===== config.mk =====
export PLATFORM = sky130hd
export DESIGN_NAME = seq_multiplier
export DESIGN_NICKNAME = d
export VERILOG_FILES = /design/src/rtl/seq_multiplier.sv
export SDC_FILE = /design/constraint.sdc
export NUM_CORES = 1
export LEC_CHECK = 0
export CORE_ASPECT_RATIO = 0.8
export CORE_MARGIN = 2
export CORE_UTILIZATION = 60
export DETAILED_ROUTE_END_ITERATION = 6
export PLACE_DENSITY = 0.93
export SLEW_MARGIN = 40
export SYNTH_ARGS = -nofsm -noshare
export SYNTH_HDL_FRONTEND = slang
export SYNTH_SLANG_ARGS = --single-unit

===== constraint.sdc =====
create_clock -name clk -period 4.1 [get_ports clk]
set_clock_uncertainty 0.05 [all_clocks]
set_input_delay 0.41 -clock clk [delete_from_list [all_inputs] [get_ports clk]]
set_output_delay 0.41 -clock clk [all_outputs]
set_load 0.01 [all_outputs]

===== src/rtl/seq_multiplier.sv =====
// Multi-cycle shift-add multiplier with valid/ready handshakes and a full 2*DATA_WIDTH product.
// Optional early termination when the remaining multiplier bits are zero: define SEQ_MUL_EARLY_TERM_EN.
module seq_multiplier #(
  parameter int DATA_WIDTH = 8,
  parameter int SIGNED     = 0
) (
  input  logic                      clk,
  input  logic                      rst,
  input  logic                      in_valid,
  output logic                      in_ready,
  input  logic [DATA_WIDTH-1:0]     a,
  input  logic [DATA_WIDTH-1:0]     b,
  output logic                      out_valid,
  input  logic                      out_ready,
  output logic [2*DATA_WIDTH-1:0]   product,
  output logic                      busy
);

  localparam int W  = DATA_WIDTH;
  localparam int W2 = 2 * DATA_WIDTH;
  localparam int CW = $clog2(DATA_WIDTH);

  localparam logic [W-1:0]  ONE_W    = W'(1);
  localparam logic [W2-1:0] ONE_W2   = W2'(1);
  localparam logic [CW-1:0] ONE_C    = CW'(1);
  localparam logic [CW-1:0] LAST_CNT = CW'(W - 1);

  typedef enum logic [1:0] {
    S_IDLE,
    S_RUN,
    S_DONE
  } state_t;

  state_t         state_q, state_d;
  logic [W2-1:0]  mcand_q, mcand_d;
  logic [W-1:0]   mplier_q, mplier_d;
  logic [W2-1:0]  acc_q, acc_d;
  logic [CW-1:0]  cnt_q, cnt_d;
  logic           neg_q, neg_d;
  logic [W2-1:0]  product_q, product_d;

  logic [W-1:0]   mag_a, mag_b;
  logic           last_step;

  always_ff @(posedge clk or posedge rst) begin
    if (rst) begin
      state_q   <= S_IDLE;
      mcand_q   <= '0;
      mplier_q  <= '0;
      acc_q     <= '0;
      cnt_q     <= '0;
      neg_q     <= 1'b0;
      product_q <= '0;
    end else begin
      state_q   <= state_d;
      mcand_q   <= mcand_d;
      mplier_q  <= mplier_d;
      acc_q     <= acc_d;
      cnt_q     <= cnt_d;
      neg_q     <= neg_d;
      product_q <= product_d;
    end
  end

  always_comb begin
    state_d   = state_q;
    mcand_d   = mcand_q;
    mplier_d  = mplier_q;
    acc_d     = acc_q;
    cnt_d     = cnt_q;
    neg_d     = neg_q;
    product_d = product_q;
    last_step = 1'b0;

    // The most negative operand negates to itself, which read as unsigned is already its magnitude.
    mag_a = a;
    mag_b = b;
    if (SIGNED != 0) begin
      if (a[W-1]) mag_a = ~a + ONE_W;
      if (b[W-1]) mag_b = ~b + ONE_W;
    end

    case (state_q)
      S_IDLE: begin
        if (in_valid) begin
          mcand_d  = {{W{1'b0}}, mag_a};
          mplier_d = mag_b;
          neg_d    = (SIGNED != 0) ? (a[W-1] ^ b[W-1]) : 1'b0;
          acc_d    = '0;
          cnt_d    = '0;
          state_d  = S_RUN;
        end
      end

      S_RUN: begin
        if (mplier_q[0]) acc_d = acc_q + mcand_q;
        mcand_d   = mcand_q << 1;
        mplier_d  = mplier_q >> 1;
        cnt_d     = cnt_q + ONE_C;
        last_step = (cnt_q == LAST_CNT);
`ifdef SEQ_MUL_EARLY_TERM_EN
        last_step = last_step || (mplier_d == '0);
`endif
        if (last_step) begin
          state_d   = S_DONE;
          product_d = neg_q ? (~acc_d + ONE_W2) : acc_d;
        end
      end

      S_DONE: begin
        if (out_ready) state_d = S_IDLE;
      end

      default: state_d = S_IDLE;
    endcase
  end

  assign in_ready  = (state_q == S_IDLE);
  assign out_valid = (state_q == S_DONE);
  assign busy      = (state_q != S_IDLE);
  assign product   = product_q;

endmodule


# ---- Word-level counts from Yosys, hierarchy flattened
# Cells that the tools add are included.
dict set report totals {
  reg_bits 61
  input_bits 20
  out_inout_bits 19
  word_cells 34
}
dict set report classes {
  add_sub_neg 2
  n_eq_ne 6
  n_mux 14
  n_reduce_logical 6
}
# cell n
set op_table {}
lappend op_table {{$mux W16} 4}
lappend op_table {{$pmux W16 S2} 2}
lappend op_table {{$add A16 B16 Y16} 1}
lappend op_table {{$pmux W8 S2} 1}
lappend op_table {{$mux W8} 1}
lappend op_table {{$mux W2} 3}
lappend op_table {{$pmux W2 S3} 1}
lappend op_table {{$pmux W3 S2} 1}
lappend op_table {{$ne A2 B2 Y1 const B} 2}
lappend op_table {{$reduce_and A2 Y1} 2}
lappend op_table {{$reduce_bool A2 Y1} 2}
lappend op_table {{$add A3 B1 Y3 const B} 1}
lappend op_table {{$eq A3 B3 Y1 const B} 1}
lappend op_table {{$mux W3} 1}
lappend op_table {{$reduce_and A3 Y1} 1}
lappend op_table {{$eq A2 B1 Y1 const B} 1}
lappend op_table {{$eq A2 B2 Y1 const B} 1}
lappend op_table {{$logic_not A2 Y1} 1}
lappend op_table {{$ne A2 B1 Y1 const B} 1}

# ---- Longest topological paths before layout
# Gate-level depths: netlist of run 1.
dict set report logic_depth {
  depth_word 4
  mapped_depth 8
  ltp_nobuf 8
}

# ---- Least setup slack after synthesis of run 1
# Ideal clock, no wire load.
dict set report synth_timing {
  kind {flip-flop to flip-flop}
  start {register mcand_q[0]}
  end {register acc_q[12]}
  setup_time_ps 125
  t_arrival_ps 2160
  required_ps 3925
  slack_ps 1765
  path_stages_with_launch 9
  n_path_buf 0
  period_less_slack_ps 2335
  path_cell_list {dfrtp_1 > ha_1 > fa_1 > a21oi_1 > nor3_1 > or3_4 > a311oi_2 > xor2_1 > o21ai_1}
}
dict set report synth_between {
  elab_chain_cells 4
}
# item line
set synth_rtl {}
lappend synth_rtl {{start, declared} 35} ;# logic [W2-1:0] mcand_q, mcand_d;
lappend synth_rtl {{start signal, assigned} 56} ;# mcand_q <= mcand_d;
lappend synth_rtl {{$add A16 B16 Y16} 96} ;# if (mplier_q[0]) acc_d = acc_q + mcand_q;
lappend synth_rtl {{$mux W16} 96}
lappend synth_rtl {{$mux W16} 83} ;# case (state_q)
lappend synth_rtl {{$pmux W16 S2} 83}
lappend synth_rtl {{end signal, assigned} 50} ;# acc_q <= '0;
lappend synth_rtl {{end signal, assigned} 58} ;# acc_q <= acc_d;
lappend synth_rtl {{end, declared} 37} ;# logic [W2-1:0] acc_q, acc_d;
# No other way between the ends. The select of a mux whose other input is x is not followed.
# A chain may end at the register's enable or synchronous reset.

# ---- Worst setup path in the final report of run 1
dict set report layout_timing {
  start {register mcand_q[0]}
  end {register product_q[14] (netlist: product[14])}
}
dict set report layout_between {
  elab_chain_cells 3
}
# item line
set layout_rtl {}
lappend layout_rtl {{$add A16 B16 Y16} 96}
lappend layout_rtl {{$mux W16} 96}
lappend layout_rtl {{$mux W16} 83}
lappend layout_rtl {{end signal, assigned} 61} ;# product_q <= product_d;
lappend layout_rtl {{end, declared} 40} ;# logic [W2-1:0] product_q, product_d;
# No other way between the ends. The select of a mux whose other input is x is not followed.

==> results of run 1 <==
-- state kept, by name, summed over array words and instances (netlist names) --
signal    flops
cnt_q         3
state_q       2
mplier_q      8
product      16
acc_q        16
mcand_q      16
-- report_power, final --
group	internal (mW)	total (mW)	switching [mW]
registers	0.827	1.03	0.204
clock network	0.265	0.488	0.223
logic	0.555	1.20	0.649
total	1.65	2.72	1.08
-- through the flow --
step	instances	hold WS, ns
final	444	0.4289
after global routing	444	0.4730
after CTS	444	0.4345
after detailed placement	429	0.4217
after global placement	429	0.4185
after floorplan	342	0.4172
-- metal layers --
metal,GRT usage,part of all wire,vias up
li1,-,-,1298
met1,0.3543,0.45,1329
met2,0.4141,0.49,76
met3,0.08285,0.050,11
met4,0.06496,0.010,0
met5,0,0,-
-- kinds of logic after synthesis --
family / synth area share
simple gates: 0.1373
xor+xnor: 0.03151
mux: 0.03001
compound gates: 0.2446
flops: 0.4576
fa+ha+maj: 0.06977
buf+inv: 0.02926
-- cells in the final DEF (no fill, tap or decap), drive strengths merged, types with 3 or more instances in the layout --
cell,count
nand3,4
nor2,10
mux2i,10
a21o,3
nor2b,17
nand2b,3
xor2,5
a22o,17
clkdlybuf4s50,38
buf,3
nand2,35
a22oi,12
and3b,3
o21ai,47
xnor2,7
dfrtp,61
nor3b,7
ha,17
clkbuf,14
inv,7
a21oi,34
-- layout make-up --
type                    instances  area, sq um  share of cell area
multi-input cells             255         1720              0.4369
flip-flops and latches         61         1526              0.3877
repair buffers                 41        402.9              0.1023
clock buffers                  14        172.7             0.04385
well taps                      65        81.33             0.02065
inverters                       7        28.78            0.007309
clock inverters                 1        5.005            0.001271
-- worst max-delay path: cells and delay by family (launching register included) --
kind	cells	cell delay (ns)
AOI/OAI and AO/OA	2	0.57
muxes	1	0.25
DFF	1	0.42
and+or+nand+nor	3	0.56
adders and majority gates	2	0.66
-- path summary, 6_finish.rpt --
kind	start	to	slack, ns	cells after the start
worst min register to register	product[6]$_DFFE_PP0P_	product[6]$_DFFE_PP0P_	0.43	2
worst min-delay path	product[6]$_DFFE_PP0P_	product[6]$_DFFE_PP0P_	0.43	2
worst max register to register	mcand_q[0]$_DFFE_PP0P_	product[14]$_DFFE_PP0P_	1.47	8
worst max-delay path	mcand_q[0]$_DFFE_PP0P_	product[14]$_DFFE_PP0P_	1.47	8
max in group asynchronous	rst	mcand_q[9]$_DFFE_PP0P_	2.93	3
min in group asynchronous	rst	product[15]$_DFFE_PP0P_	0.44	2
==> flow_metrics.py, run 1 <==
metrics = {
    "status": {
        "outcome": "finished, final reports clean",
    },
    "finish": {
        "finalInstanceArea_sq_mm": 0.003938,
        "finish.utilization": 0.7285,
        "nFillCells": 394,
        "num_antenna_cells": 0,
        "fin_nets": 413,
        "area_delta_synth_final_pct": 18.04,
        "layout-drive-gt1-share": 0.08443,
    },
    "grt": {
        "track_usage": 0.2621,
        "grt-ovfl-total": 0,
        "grt_pass1_wl_um": 12630,
        "antenna_found_initial": 0,
        "grt_max_degree": 47,
        "grt_pass1_vias": 2668,
    },
    "sta": {
        "fin_crit_ns": 2.630,
        "rsz0062_at_grt": "no",
        "setup_viol_count_final": 0,
        "max_slew.worst_pin.slew_ns": 0.7286,
        "slew_headroom": 0.5142,
        "fmax_mhz": 380.3,
        "drv_slew": 0,
        "hold_violations": 0,
        "setup_tns_ns": 0,
        "worst_slack_ns": 1.470,
        "period_share": 0.6414,
    },
    "job": {
        "max_cap_viol_count": 0,
    },
    "place": {
        "gp_congestion": 0.8505,
        "dp_hpwl_um": 4918,
        "port_buffers": 38,
        "post-place-ws_ns": 1.477,
        "post_dp_cell_area_sq_mm": 0.003757,
    },
    "logic_synthesis": {
        "synthTopCellsByArea": "dfrtp_1 (46%), o21ai_0 (6.6%), ha_1 (6.4%)",
        "synthesis.instances": 342,
        "ys_seq_elements": 61,
        "yosys_warnings": 0,
        "synth_edf_count": 0,
        "yosysTopAreaCellShare": 0.4576,
        "syn-num-nets": 380,
        "synth.top_cells.by_count": "dfrtp_1 (61), o21ai_0 (44), nand2_1 (35)",
        "ys_seq_area_frac": 0.4576,
        "yosys.area.top_type": "dfrtp_1",
        "post-synth-top-count-cell": "dfrtp_1",
        "syn_avg_cell_area_sq_um": 9.754,
        "async_flop_share": 1.000,
        "yosysUniqueCellTypes": 42,
        "synth_flop_cell": "dfrtp_1",
        "syn_area_sq_mm": 0.003336,
    },
    "setup_path": {
        "cp_max_fo": 4,
        "cpPeakStageDelay_ns": 0.42,
        "start_kind": "flip-flop",
        "cp-end-kind": "flip-flop",
        "slowest_stage": "dfrtp_1",
        "required_ns": 4.27,
        "criticalPathCategory": "reg2reg",
        "cp.arrival_ns": 2.80,
        "worstPathCellList": "ha_1, fa_1, a21oi_1, nor3_1, or3_4, a211oi_2, mux2i_1, nand2_1",
    },
    "clocking": {
        "clkSinkCount": 61,
        "cts_hold_buf": 0,
        "cts_made_buffers": 9,
        "h-tree-depth": 3,
        "ctsResizeCount": 0,
        "clockBufferDepth": 2,
        "cts_tree": "yes",
        "clk_pin_slew_ns": 0.07,
        "post_cts_buffers": 0,
        "root_buffer": "clkbuf_8",
        "clk_latency_ns": 0.34,
    },
    "power": {
        "vdd.ir_drop.worst_mv": 0.3696,
        "p_total_mw": 2.723,
        "power_leakage_nw": 1.750,
        "power.density_mw_per_mm2": 691.6,
    },
    "floorplan": {
        "rows": 24,
        "start_util": 0.6171,
        "die_y_um": 70.69,
        "die_area_sq_mm": 0.006175,
        "core_area_sq_mm": 0.005405,
        "ios": 39,
        "die_x_um": 87.36,
    },
    "detailed_routing": {
        "totalWireLength_um": 7388,
        "drt_pass1_iterations": 4,
        "vias": 2714,
        "vias_per_cell": 6.113,
        "drc": 0,
        "drt_iter0_drc": 139,
        "antenna_left": 0,
        "wl_per_cell_um": 16.64,
    },
    "worst_hold_path": {
        "hp-class": "reg2reg",
    },
}
(Power assumes the default switching activity.)
==> inputs of run 2 (changes only) <==
--- a/config.mk
+++ b/config.mk
@@ -7,9 +7,9 @@
 export LEC_CHECK = 0
 export CORE_ASPECT_RATIO = 0.8
 export CORE_MARGIN = 2
-export CORE_UTILIZATION = 60
+export CORE_UTILIZATION = 56
 export DETAILED_ROUTE_END_ITERATION = 6
-export PLACE_DENSITY = 0.93
+export PLACE_DENSITY = 0.88
 export SLEW_MARGIN = 40
 export SYNTH_ARGS = -nofsm -noshare
 export SYNTH_HDL_FRONTEND = slang
==> constraint.sdc (replaced) <==
create_clock -name clk -period 2.55 [get_ports clk]
set_clock_uncertainty 0.05 [all_clocks]
set_input_delay 0.255 -clock clk [delete_from_list [all_inputs] [get_ports clk]]
set_output_delay 0.255 -clock clk [all_outputs]
set_load 0.01 [all_outputs]
==> run 2 against run 1 <==
Compared with the run above:
- wire length rose by 1.3%
- largest power group unchanged
- critical endpoint is now acc_q[12]$_DFFE_PP0P_
- sequential cell count did not move
- clock power rose by 90%
- critical path type unchanged
- via count rose by 1.4%
- design area rose by 2.9%
- hold slack got worse by 0.26 ns
==> flow_metrics.py, run 2 (synthesis gave the netlist of run 1 again) <==
metrics = {
    "detailed_routing": {
        "drt_pass1_iterations": 4,
        "totalWireLength_um": 7482,
        "vias_per_cell": 5.868,
        "drt_iter0_drc": 178,
        "wl_per_cell_um": 15.95,
        "antenna_left": 0,
        "vias": 2752,
        "drc": 0,
    },
    "floorplan": {
        "ios": 39,
        "rows": 25,
        "die_x_um": 90.29,
        "die_area_sq_mm": 0.006594,
        "core_area_sq_mm": 0.005818,
        "start_util": 0.5733,
        "die_y_um": 73.03,
    },
    "sta": {
        "drv_slew": 0,
        "period_share": 0.9446,
        "setup_tns_ns": 0,
        "hold_violations": 0,
        "fin_crit_ns": 2.409,
        "max_slew.worst_pin.slew_ns": 0.5307,
        "worst_slack_ns": 0.1412,
        "fmax_mhz": 415.1,
        "slew_headroom": 0.6462,
        "rsz0062_at_grt": "no",
        "setup_viol_count_final": 0,
    },
    "power": {
        "p_sw_mw": 1.778,
        "vdd.ir_drop.worst_mv": 0.5448,
        "pwr-share-seq": 0.363,
        "comb_power_share": 0.436,
        "intPower_mw": 2.810,
        "clockPowerShare": 0.202,
        "power_leakage_nw": 1.796,
        "p_sw_frac": 0.3876,
        "power.density_mw_per_mm2": 1132,
    },
    "finish": {
        "area_delta_synth_final_pct": 21.46,
        "nFillCells": 459,
        "final_cells": 469,
        "finish.utilization": 0.6963,
        "fin_nets": 421,
        "layout.cells.most_common": "dfrtp_1",
        "final_cell_mix": "dfrtp_1 (61), o21ai_0 (44), clkdlybuf4s50_1 (38), nand2_1 (35), a21oi_1 (31)",
        "num_antenna_cells": 0,
        "layout-drive-gt1-share": 0.1057,
    },
    "setup_path": {
        "setup.worst_path.end": "acc_q[12]$_DFFE_PP0P_",
        "reg2reg_to": "acc_q[12]$_DFFE_PP0P_",
        "cp_num_cells": 8,
        "reg2regPathDepth": 8,
        "cpPeakStageDelay_ns": 0.41,
        "worstPathCellList": "ha_2, fa_2, a21oi_2, nor3_1, or3_4, a311oi_2, xor2_1, o21ai_1",
        "criticalPathCategory": "reg2reg",
        "required_ns": 2.72,
        "cp_max_fo": 4,
        "cp.arrival_ns": 2.58,
        "start_kind": "flip-flop",
        "crit_start": "mcand_q[0]$_DFFE_PP0P_",
        "cp.buffers_inverters": 0,
        "r2r-start": "mcand_q[0]$_DFFE_PP0P_",
        "rrSetupSlack_ns": 0.14,
        "cp-end-kind": "flip-flop",
        "slowest_stage": "dfrtp_1",
        "crit_family": "compound AO/OA/AOI/OAI gates",
    },
    "clocking": {
        "h-tree-depth": 3,
        "root_buffer": "clkbuf_8",
        "clk_pin_slew_ns": 0.07,
        "ctsResizeCount": 0,
        "post_cts_buffers": 0,
        "clockBufferDepth": 2,
        "cts_made_buffers": 9,
        "cts_tree": "yes",
        "clk_latency_ns": 0.35,
        "clkSinkCount": 61,
        "cts_hold_buf": 0,
    },
    "worst_hold_path": {
        "hp-class": "in2async",
    },
    "grt": {
        "grt_pass1_wl_um": 12600,
        "grt_pass1_vias": 2718,
        "grt_max_degree": 33,
        "antenna_found_initial": 0,
        "track_usage": 0.2433,
        "grt-ovfl-total": 0,
    },
    "job": {
        "max_cap_viol_count": 0,
    },
    "place": {
        "port_buffers": 38,
        "dp_hpwl_um": 5204,
        "place_inst": 453,
        "post-place-ws_ns": 0.02957,
        "gp_congestion": 0.9122,
    },
    "status": {
        "outcome": "finished, final reports clean",
    },
}
run 2: cell types whose count changed in the layout (fill, tap and decap cells not counted), sizes merged:
cell | previous run | this run
clkinv | 1 | 3
clkbuf | 14 | 11
bufinv | 0 | 2
buf | 3 | 11
run 2: stage by stage:
step                hold slack, ns  area, sq um  total power, mW
finish                      0.1688         4051            4.588
global route                0.2083         4051            4.930
CTS                         0.1769         4035            4.583
detailed placement          0.4253         3829            3.635
global placement            0.4183         3829            3.542
floorplan                   0.3127         3336            2.981
run 2: final cells by class:
class                           instances  area (sq um)  share of cell area
Sequential cell                        61          1526              0.3768
Clock inverter                          5         75.07             0.01853
Multi-Input combinational cell        255          1728              0.4265
Inverter                                7         26.28            0.006485
Tap cell                               81         101.3             0.02502
Clock buffer                           11         131.4             0.03243
Timing Repair Buffer                   49         462.9              0.1143
run 2: worst min-delay path by stage:
| stage | from | end | cells past startpoint |
|---|---|---|---|
| after global routing | rst | mplier_q[1]$_DFFE_PP0P_ | 2 |
| final | rst | mcand_q[14]$_DFFE_PP0P_ | 2 |
| after detailed placement | product[7]$_DFFE_PP0P_ | product[7]$_DFFE_PP0P_ | 2 |
| after global placement | product[4]$_DFFE_PP0P_ | product[4]$_DFFE_PP0P_ | 2 |
| after CTS | rst | mplier_q[1]$_DFFE_PP0P_ | 2 |
| after floorplan | out_ready | state_q[1]$_DFFE_PP0P_ | 1 |
run 2: power groups by stage:
stage	Sequential (mW)	Combinational, mW	Clock [mW]
finish	1.66	2.00	0.925
global route	1.71	2.23	0.984
CTS	1.65	1.99	0.942
detailed placement	1.66	1.97	0
global placement	1.65	1.89	0
floorplan	1.59	1.39	0
run 2: routing by layer:
| metal | up-vias | track usage | wire [um] |
|---|---|---|---|
| met5 | - | 0 | 0 |
| li1 | 1315 | - | - |
| met2 | 94 | 0.4094 | 3524 |
| met4 | 0 | 0.06838 | 106 |
| met1 | 1330 | 0.3103 | 3428 |
| met3 | 13 | 0.07438 | 423 |
==> inputs of run 3 (changes only) <==
--- a/config.mk
+++ b/config.mk
@@ -7,9 +7,11 @@
 export LEC_CHECK = 0
 export CORE_ASPECT_RATIO = 0.8
 export CORE_MARGIN = 2
-export CORE_UTILIZATION = 56
+export CORE_UTILIZATION = 63
 export DETAILED_ROUTE_END_ITERATION = 6
-export PLACE_DENSITY = 0.88
+export DONT_BUFFER_PORTS = 1
+export PLACE_DENSITY = 0.87
+export RECOVER_POWER = 25
 export SLEW_MARGIN = 40
 export SYNTH_ARGS = -nofsm -noshare
 export SYNTH_HDL_FRONTEND = slang
==> constraint.sdc (replaced) <==
create_clock -name clk -period 2.55 [get_ports clk]
set_clock_uncertainty 0.05 [all_clocks]
set_input_delay 0.51 -clock clk [delete_from_list [all_inputs] [get_ports clk]]
set_output_delay 0.51 -clock clk [all_outputs]
set_load 0.01 [all_outputs]
==> run 3 against run 2 <==
Compared with the run above:
- global-route usage rose by 2.4 points
- hold slack improved by 0.065 ns
- setup slack barely moved
- critical path depth did not move
- design area fell by 11%
- sequential power rose by 5%
- sequential cell count did not move
- critical endpoint unchanged
==> flow_metrics.py, run 3 (synthesis gave the netlist of run 1 again) <==
metrics = {
    "finish": {
        "area_delta_synth_final_pct": 7.765,
        "finalInstanceArea_sq_mm": 0.003595,
        "num_antenna_cells": 0,
        "nFillCells": 357,
        "layout.cells.most_common": "dfrtp_1",
        "final_cells": 410,
        "seq_area_sq_mm": 0.001526,
        "layout-drive-gt1-share": 0.1034,
        "fin_nets": 381,
        "finish.utilization": 0.7097,
        "final_cell_mix": "dfrtp_1 (61), o21ai_0 (44), nand2_1 (35), a21oi_1 (31)",
        "multiInputGateArea_sq_mm": 0.001728,
    },
    "worst_hold_path": {
        "hp-class": "in2reg",
    },
    "setup_path": {
        "cpPeakStageDelay_ns": 0.41,
        "required_ns": 2.71,
        "cp.arrival_ns": 2.57,
        "cp_max_fo": 4,
        "criticalPathCategory": "reg2reg",
        "cp-end-kind": "flip-flop",
        "start_kind": "flip-flop",
        "slowest_stage": "dfrtp_1",
        "worstPathCellList": "ha_1, fa_2, a21oi_2, nor3_1, or3_4, a311oi_2, xor2_1, o21ai_1",
        "cp.buffers_inverters": 0,
        "crit_family": "adder cells",
    },
    "detailed_routing": {
        "antenna_left": 0,
        "drt_pass1_iterations": 4,
        "vias": 2570,
        "vias_per_cell": 6.268,
        "wl_per_cell_um": 17.23,
        "drc": 0,
        "drt_iter0_drc": 250,
        "totalWireLength_um": 7064,
    },
    "grt": {
        "grt_use_met1": 0.3998,
        "grt_pass1_vias": 2496,
        "track_usage": 0.2670,
        "antenna_found_initial": 0,
        "grt_use_met2": 0.3646,
        "grt_pass1_wl_um": 12410,
        "grt_max_degree": 33,
        "grt_busiest_layer": "met1",
        "use_met3": 0.08862,
        "grt-ovfl-total": 0,
    },
    "sta": {
        "drv_slew": 0,
        "setup_viol_count_final": 0,
        "fmax_mhz": 415.1,
        "rsz0062_at_grt": "no",
        "max_slew.worst_pin.slew_ns": 1.132,
        "hold_violations": 0,
        "worst_slack_ns": 0.1408,
        "setup_tns_ns": 0,
        "period_share": 0.9448,
        "fin_crit_ns": 2.409,
        "slew_headroom": 0.2447,
    },
    "job": {
        "max_cap_viol_count": 0,
    },
    "place": {
        "place_inst": 394,
        "post-place-ws_ns": 0.07048,
        "post_dp_cell_area_sq_mm": 0.003425,
        "dp_hpwl_um": 4941,
        "gp_congestion": 0.9751,
        "port_buffers": 0,
    },
    "clocking": {
        "h-tree-depth": 3,
        "cts_tree": "yes",
        "cts_hold_buf": 0,
        "clkSinkCount": 61,
        "clockBufferDepth": 2,
        "root_buffer": "clkbuf_8",
        "clk_latency_ns": 0.33,
        "cts_made_buffers": 9,
        "clk_pin_slew_ns": 0.07,
    },
    "power": {
        "vdd.ir_drop.worst_mv": 0.6825,
        "power_leakage_nw": 1.630,
        "power.density_mw_per_mm2": 1166,
    },
    "floorplan": {
        "die_x_um": 85.36,
        "rows": 23,
        "ios": 39,
        "die_y_um": 69.08,
        "start_util": 0.6586,
        "core_area_sq_mm": 0.005065,
        "die_area_sq_mm": 0.005896,
    },
    "status": {
        "outcome": "finished, final reports clean",
    },
}
-- run 3: cell count changes in the layout (fill, tap and decap cells not counted), sizes merged --
cell,previous run,this run
clkbuf,11,16
clkdlybuf4s50,38,0
clkinv,3,1
buf,11,8
bufinv,2,0
-- run 3: timing repair --
action | CTS | global route
gates resized for setup | 0 | 3
setup endpoints to repair | 0 | 6
buffers inserted | 0 | 0
hold endpoints to repair | 0 | 0
-- run 3: cell type report --
| type | count | share of cell area |
|---|---|---|
| clock buffers | 15 | 0.04629 |
| clock inverters | 1 | 0.001392 |
| inverters | 7 | 0.007309 |
| multi-input cells | 255 | 0.4807 |
| flip-flops and latches | 61 | 0.4246 |
| well taps | 62 | 0.02158 |
| repair buffers | 9 | 0.01810 |
-- run 3: power breakdown --
group | switching, mW | internal, mW | total (mW)
Clock | 0.349 | 0.406 | 0.755
Combinational | 0.962 | 0.739 | 1.70
Sequential | 0.406 | 1.33 | 1.74
-- run 3: layer usage --
metal / part of all wire / up-vias
met4: 0.020 / 0
met3: 0.063 / 16
li1: - / 1237
met5: 0 / -
met1: 0.47 / 1239
met2: 0.44 / 78
-- run 3: stage by stage --
stage | hold WS [ns] | power, mW
floorplan | 0.4172 | 2.981
global placement | 0.4339 | 3.338
detailed placement | 0.4415 | 3.422
CTS | 0.1056 | 4.185
global route | 0.2322 | 4.531
finish | 0.2341 | 4.192
-- run 3: final timing paths --
| check | from | endpoint | slack [ns] | cells past startpoint |
|---|---|---|---|---|
| worst max-delay path | mcand_q[0]$_DFFE_PP0P_ | acc_q[12]$_DFFE_PP0P_ | 0.14 | 8 |
| worst min-delay path | out_ready | state_q[1]$_DFFE_PP0P_ | 0.23 | 1 |
| worst max register to register | mcand_q[0]$_DFFE_PP0P_ | acc_q[12]$_DFFE_PP0P_ | 0.14 | 8 |
| worst min register to register | acc_q[11]$_DFFE_PP0P_ | acc_q[11]$_DFFE_PP0P_ | 0.45 | 2 |
| max in group asynchronous | rst | mcand_q[11]$_DFFE_PP0P_ | 0.78 | 2 |
| min in group asynchronous | rst | mplier_q[2]$_DFFE_PP0P_ | 0.30 | 1 |
